<file path="config.mk">
export PLATFORM = sky130hd
export DESIGN_NAME = score_display_flat
export DESIGN_NICKNAME = d
export VERILOG_FILES = /design/src/rtl/score_display_pkg.sv /design/src/rtl/score_display_if.sv /design/src/rtl/score_display_bin2bcd_seq.sv /design/src/rtl/score_display.sv /design/src/flat_wrapper.sv
export SDC_FILE = /design/constraint.sdc
export NUM_CORES = 1
export LEC_CHECK = 0
export BUFFER_PORTS_ARGS = -buffer_cell sky130_fd_sc_hd__buf_4
export CAP_MARGIN = 15
export CORE_UTILIZATION = 43
export CTS_CLUSTER_SIZE = 14
export DETAILED_ROUTE_END_ITERATION = 10
export GPL_ROUTABILITY_DRIVEN = 0
export GPL_TIMING_DRIVEN = 0
export PLACE_DENSITY_LB_ADDON = 0.3
export SETUP_SLACK_MARGIN = 0.15
export SYNTH_ARGS = -nofsm -noshare
export SYNTH_HDL_FRONTEND = slang
export SYNTH_SLANG_ARGS = --single-unit
</file>
<file path="constraint.sdc">
create_clock -name clk -period 2.81 [get_ports clk]
set_clock_uncertainty 0.15 [all_clocks]
set_input_delay 0.562 -clock clk [delete_from_list [all_inputs] [get_ports clk]]
set_output_delay 0.562 -clock clk [all_outputs]
set_load 0.03 [all_outputs]
</file>
<file path="src/rtl/score_display_pkg.sv">
// Shared types, constants and helpers for the score display path.
// Holds the conversion FSM states, segment patterns and the BCD add-3 step.
package score_pkg;

    typedef enum logic [1:0] {
        IDLE = 2'd0,
        CONV = 2'd1,
        DONE = 2'd2
    } conv_state_t;

    localparam int BCD_W = 12;
    localparam logic [6:0] SEG_BLANK = 7'h7F;

    // Active-low {g,f,e,d,c,b,a}; anything outside 0-9 goes dark.
    function automatic logic [6:0] seg7_decode(input logic [3:0] digit);
        logic [6:0] pat;
        case (digit)
            4'd0:    pat = 7'b1000000;
            4'd1:    pat = 7'b1111001;
            4'd2:    pat = 7'b0100100;
            4'd3:    pat = 7'b0110000;
            4'd4:    pat = 7'b0011001;
            4'd5:    pat = 7'b0010010;
            4'd6:    pat = 7'b0000010;
            4'd7:    pat = 7'b1111000;
            4'd8:    pat = 7'b0000000;
            4'd9:    pat = 7'b0010000;
            default: pat = SEG_BLANK;
        endcase
        return pat;
    endfunction

    function automatic logic [BCD_W-1:0] bcd_add3(input logic [BCD_W-1:0] bcd);
        logic [BCD_W-1:0] res;
        res = '0;
        for (int i = 0; i < BCD_W / 4; i++) begin
            if (bcd[i*4 +: 4] >= 4'd5)
                res[i*4 +: 4] = bcd[i*4 +: 4] + 4'd3;
            else
                res[i*4 +: 4] = bcd[i*4 +: 4];
        end
        return res;
    endfunction

endpackage

</file>
<file path="src/rtl/score_display_if.sv">
// Score input and seven-segment drive bundle between the score source and the display block.
interface score_display_if;
    logic [7:0] score;
    logic [6:0] seg;
    logic [3:0] an;
    logic       dp;
    logic       busy;

    modport master (
        output score,
        input  seg,
        input  an,
        input  dp,
        input  busy
    );

    modport slave (
        input  score,
        output seg,
        output an,
        output dp,
        output busy
    );
endinterface

</file>
<file path="src/rtl/score_display_bin2bcd_seq.sv">
// Sequential double-dabble converter: re-converts whenever the input differs
// from the last converted value and publishes the result only when complete.
//
// state | meaning
// IDLE  | waiting; compares bin with shown_bin, starts a conversion on mismatch
// CONV  | one add-3 + shift per cycle, eight cycles
// DONE  | publishes bcd and records the converted value in shown_bin
module bin2bcd_seq
    import score_pkg::*;
(
    input  logic             clk,
    input  logic             RST_N,
    input  logic [7:0]       bin,
    output logic [BCD_W-1:0] bcd,
    output logic             busy
);

    conv_state_t            state;
    conv_state_t            state_nxt;
    logic [7:0]             shift_bin;
    logic [7:0]             latched;
    logic [7:0]             shown_bin;
    logic [BCD_W-1:0]       acc;
    logic [BCD_W+7:0]       shifted;
    logic [2:0]             cnt;
    logic                   start;

    always_ff @(posedge clk or negedge RST_N) begin
        if (!RST_N)
            state <= IDLE;
        else
            state <= state_nxt;
    end

    always_comb begin
        state_nxt = state;
        busy      = 1'b0;
        start     = 1'b0;
        case (state)
            IDLE: begin
                if (bin != shown_bin) begin
                    start     = 1'b1;
                    state_nxt = CONV;
                end
            end
            CONV: begin
                busy = 1'b1;
                if (cnt == 3'd7)
                    state_nxt = DONE;
            end
            DONE: begin
                busy      = 1'b1;
                state_nxt = IDLE;
            end
            default: state_nxt = IDLE;
        endcase
    end

    // Hundreds never exceeds 2 for an 8-bit input, so the shifted-out MSB is always 0.
    assign shifted = {bcd_add3(acc), shift_bin} << 1;

    always_ff @(posedge clk or negedge RST_N) begin
        if (!RST_N) begin
            shift_bin <= '0;
            latched   <= '0;
            shown_bin <= '0;
            acc       <= '0;
            cnt       <= '0;
            bcd       <= '0;
        end else begin
            if (start) begin
                shift_bin <= bin;
                latched   <= bin;
                acc       <= '0;
                cnt       <= '0;
            end else if (state == CONV) begin
                {acc, shift_bin} <= shifted;
                cnt              <= cnt + 3'd1;
            end else if (state == DONE) begin
                bcd       <= acc;
                shown_bin <= latched;
            end
        end
    end

endmodule

</file>
<file path="src/rtl/score_display.sv">
// Score to 4-digit common-anode seven-segment display: BCD conversion,
// digit scanning and leading-zero blanking.
module score_display
    import score_pkg::*;
#(
    parameter int SCAN_DIV      = 100000,
    parameter bit BLANK_LEADING = 1'b1
) (
    input  logic         clk,
    input  logic         RST_N,
    score_display_if.slave bus
);

    localparam int            PW       = (SCAN_DIV > 1) ? $clog2(SCAN_DIV) : 1;
    localparam logic [PW-1:0] PRESC_TC = PW'(SCAN_DIV - 1);

    logic [PW-1:0]    presc;
    logic [1:0]       idx;
    logic [BCD_W-1:0] disp_reg;
    logic             conv_busy;
    logic [3:0]       digit;
    logic [3:0]       an_sel;
    logic             blank;

    bin2bcd_seq u_conv (
        .clk   (clk),
        .RST_N (RST_N),
        .bin   (bus.score),
        .bcd   (disp_reg),
        .busy  (conv_busy)
    );

    always_ff @(posedge clk or negedge RST_N) begin
        if (!RST_N) begin
            presc <= '0;
            idx   <= '0;
        end else if (presc == PRESC_TC) begin
            presc <= '0;
            idx   <= idx + 2'd1;
        end else begin
            presc <= presc + PW'(1);
        end
    end

    // Slot 3 has no digit fitted and is always dark.
    always_comb begin
        digit  = 4'd0;
        blank  = 1'b1;
        an_sel = 4'b1111;
        case (idx)
            2'd0: begin
                digit  = disp_reg[3:0];
                blank  = 1'b0;
                an_sel = 4'b1110;
            end
            2'd1: begin
                digit  = disp_reg[7:4];
                blank  = BLANK_LEADING && (disp_reg[11:4] == 8'd0);
                an_sel = 4'b1101;
            end
            2'd2: begin
                digit  = disp_reg[11:8];
                blank  = BLANK_LEADING && (disp_reg[11:8] == 4'd0);
                an_sel = 4'b1011;
            end
            default: begin
                blank = 1'b1;
            end
        endcase
        if (blank)
            an_sel = 4'b1111;
    end

    assign bus.seg  = blank ? SEG_BLANK : seg7_decode(digit);
    assign bus.an   = an_sel;
    assign bus.dp   = 1'b1;
    assign bus.busy = conv_busy;

endmodule
</file>
<file path="src/flat_wrapper.sv">
// flat-port wrapper written by rule: the top's interface ports become plain ports
module score_display_flat import score_pkg::*;
#(
    parameter int SCAN_DIV      = 100000,
    parameter bit BLANK_LEADING = 1'b1
)
  (clk, RST_N, bus_score, bus_seg, bus_an, bus_dp, bus_busy);
  score_display_if bus_i ();
  input  logic clk;
  input  logic RST_N;
  input wire logic [$bits(bus_i.score)-1:0] bus_score;
  output wire logic [$bits(bus_i.seg)-1:0] bus_seg;
  output wire logic [$bits(bus_i.an)-1:0] bus_an;
  output wire logic [$bits(bus_i.dp)-1:0] bus_dp;
  output wire logic [$bits(bus_i.busy)-1:0] bus_busy;
  assign bus_i.score = bus_score;
  assign bus_seg = bus_i.seg;
  assign bus_an = bus_i.an;
  assign bus_dp = bus_i.dp;
  assign bus_busy = bus_i.busy;
  score_display #(.SCAN_DIV(SCAN_DIV), .BLANK_LEADING(BLANK_LEADING)) u_core (.clk(clk), .RST_N(RST_N), .bus(bus_i));
endmodule
</file>
==> flow_summary.yaml <==
status:
  status: "finished with violations"
  violations: "setup timing"
setup_path:
  regToRegSetupSlack_ps: 780
  worst_setup_path_end_kind: "output pin"
  crit_path_start: "u_core.idx[0]$_DFFE_PN0N_"
  r2r-end: "u_core.u_conv.acc[3]$_DFFE_PN0P_"
  cp-start-kind: "register"
  crit_cells: 9
  cp.required_ps: 2100
  critPathCapture: "bus_seg[6]"
  path_class: "reg2out"
  crit_path_top_delay_cell: "a222oi_1"
  slowest_delay_ps: 470
  cp.buffers_inverters: 3
  rr_startpoint: "u_core.u_conv.state[1]$_DFFE_PN0P_"
  cpLargestDelayFamily: "compound AO/OA/AOI/OAI gates"
  cp_max_fo: 5
  crit_arrival_ps: 2480
  reg2reg_depth: 7
  cp_cell_sequence: "inv_4 > ha_4 > a222oi_1 > or2_4 > inv_2 > ha_1 > a211oi_1 > o21ai_1 > buf_4"
drt:
  via_per_inst: 5.26
  ant_nets: 0
  wl_per_cell_um: 14.6
  drtPass1Iterations: 4
  drc: 0
  vias: 2640
  routed_wirelength_mm: 7.33
  drt-initial-drc-count: 151
sta:
  tightest_slew_ps: 906
  worst_slack_ps: -379
  period_needed_ps: 3190
  finalMaxSlewViolations: 0
  period_share_pct: 113
  fmax_mhz: 314
  hold_viol_final: 0
  maxSlewHeadroom_pct: 39.6
  setup_viol: 7
  rsz0062_at_grt: "yes"
  holdWs_ps: 167
final_layout:
  final_layout_size_suffix_gt1_share_pct: 26.2
  finish.utilization_pct: 53.4
  area_delta_synth_final_pct: 19.8
  fill_cells: 722
  multi_input_area_um2: 1820
  final_nets: 423
  fin_cells: 502
  seqCellArea_um2: 1800
  diodes: 0
floorplan:
  die_w_um: 94.3
  fp.coreArea_um2: 8220
  initial_core_util_pct: 44.6
  die-area_um2: 8900
  ios: 23
  rows: 33
  die_y_um: 94.3
cts:
  cts_tree: "done"
  insertion_delay_ps: 350
  cts-root-buf: "clkbuf_8"
  clkSinkCount: 72
  cts-htree-levels: 3
  path_clk_slew_ps: 80
  cts_buffer_depth: 2
  cts_buffers: 9
yosys:
  synthTopCellsByCount: "72 x dfrtp_1, 29 x o21ai_0, 26 x nand2_1, 26 x nor2_1, 22 x inv_1"
  synth_cell_types: 43
  yosysWarnings: 0
  synth_area_um2: 3670
  postSynthCellCount: 346
  ys_ff_latch: 72
  syn-mean-instance-area_um2: 10.6
  synth_edf_count: 0
  synth_most_common_cell: "dfrtp_1"
  seq_area_frac_synth_pct: 49.1
  ys.flop_type: "dfrtp_1"
  yosys.area.top_type: "dfrtp_1"
  synthArstFlopShare_pct: 100
  synth_top_area_share_pct: 49.1
  ys_top_cells_by_area: "dfrtp_1 49%, ha_1 7.2%, mux2_2 6.1%, mux2i_1 4.4%, o21ai_0 4.0%"
flow_run:
  drv_cap: 0
global_routing:
  grt_pass1_wl_mm: 12.4
  grt_pass1_vias: 2740
  grt.overflow.total: 0
  antenna_found_initial: 0
  grt_usage_pct: 18.0
  grt_max_degree: 73
power:
  ir_drop_mv: 0.275
  p_leak_nw: 2.09
  total_power_mw: 3.54
  p_per_area_nw_per_um2: 806
placed_design:
  numPortBuffers: 20
  dp.cells: 472
  post-dp-hpwl_mm: 4.77
min_path:
  hp-class: "in2async"
## how the worst min path moves through the flow
stage,from,end,depth (start not counted)
global placement,u_core.presc[4]$_DFF_PN0_,u_core.presc[4]$_DFF_PN0_,1
global route,RST_N,u_core.u_conv.acc[9]$_DFFE_PN0P_,1
floorplan,RST_N,u_core.idx[0]$_DFFE_PN0N_,0
CTS,RST_N,u_core.u_conv.cnt[0]$_DFFE_PN0P_,1
finish,RST_N,u_core.u_conv.cnt[0]$_DFFE_PN0P_,1
detailed placement,u_core.presc[4]$_DFF_PN0_,u_core.presc[4]$_DFF_PN0_,1
## power breakdown
part | switching, mW | internal (mW)
clock | 0.399 | 0.435
sequential | 0.147 | 1.27
combinational | 0.741 | 0.550
total | 1.29 | 2.25
## routing by layer
| metal | GRT usage, % | up-vias | share of wire (%) | wire length (um) |
|---|---|---|---|---|
| met2 | 28.7 | 36 | 48 | 3490 |
| met3 | 4.03 | 11 | 3.3 | 244 |
| li1 | - | 1281 | - | - |
| met4 | 7.56 | 0 | 1.3 | 95 |
| met1 | 23.7 | 1312 | 48 | 3500 |
| met5 | 0 | - | 0 | 0 |
## logic make-up after synthesis
logic type	synth area share, %
AOI/OAI and AO/OA	10.2
xor gates and xnor gates	6.69
adders and majority gates	7.17
buffers and inverters	4.10
DFF	49.1
muxes	10.5
other	0.102
and+or+nand+nor	12.0
## area by class of cell
cell class	instances	share of cell area, %
buffer	13	1.71
clock buffer	10	3.13
clock inverter	6	1.57
inverter	22	1.94
multi-input combinational	240	41.5
sequential	72	41.1
tap	105	2.99
timing repair buffer	34	6.07
## per-stage QoR
step / setup WS [ps] / instance area (um2) / TNS (ps)
final: -379 / 4390 / -2380
after global routing: -544 / 4390 / -3130
after CTS: -324 / 4310 / -1950
after detailed placement: -144 / 3980 / -144
after global placement: -82.2 / 3980 / -82.2
after floorplan: 120 / 3690 / 0
## registers in the layout, indices dropped and copies added (netlist names)
| signal | flops |
|---|---|
| u_core.presc | 17 |
| u_core.u_conv.shift_bin | 8 |
| u_core.u_conv.acc | 12 |
| u_core.u_conv.state | 2 |
| u_core.u_conv.cnt | 3 |
| u_core.idx | 2 |
| u_core.u_conv.bcd | 12 |
| u_core.u_conv.latched | 8 |
| u_core.u_conv.shown_bin | 8 |
## cell usage in the layout (no fill, tap or decap), types with 2 or more instances in the layout
master,n
nand2_1,25
mux2_2,20
o21ai_1,4
nor4_1,4
clkbuf_1,5
buf_2,3
conb_1,2
ha_4,4
ha_1,16
a211oi_1,2
a21oi_1,14
nor3_1,2
inv_2,3
buf_6,5
nor2_1,25
nor4_2,2
nor2b_1,2
xnor2_1,13
dfrtp_1,71
nand2b_1,4
clkbuf_8,10
clkinvlp_4,4
a21o_1,2
xor2_1,15
mux2i_1,16
o21ai_0,24
inv_1,18
nand4_1,4
buf_4,33
and4_1,2
a222oi_1,4
nand3_1,10
a21oi_2,4
## timing repair
action / in CTS / in global routing
hold buffers: 0 / 0
pin swaps: 12 / 4
setup endpoints to repair: 9 / 7
buffers inserted: 8 / 6
resized for setup: 18 / 11
(Power assumes the default switching activity.)
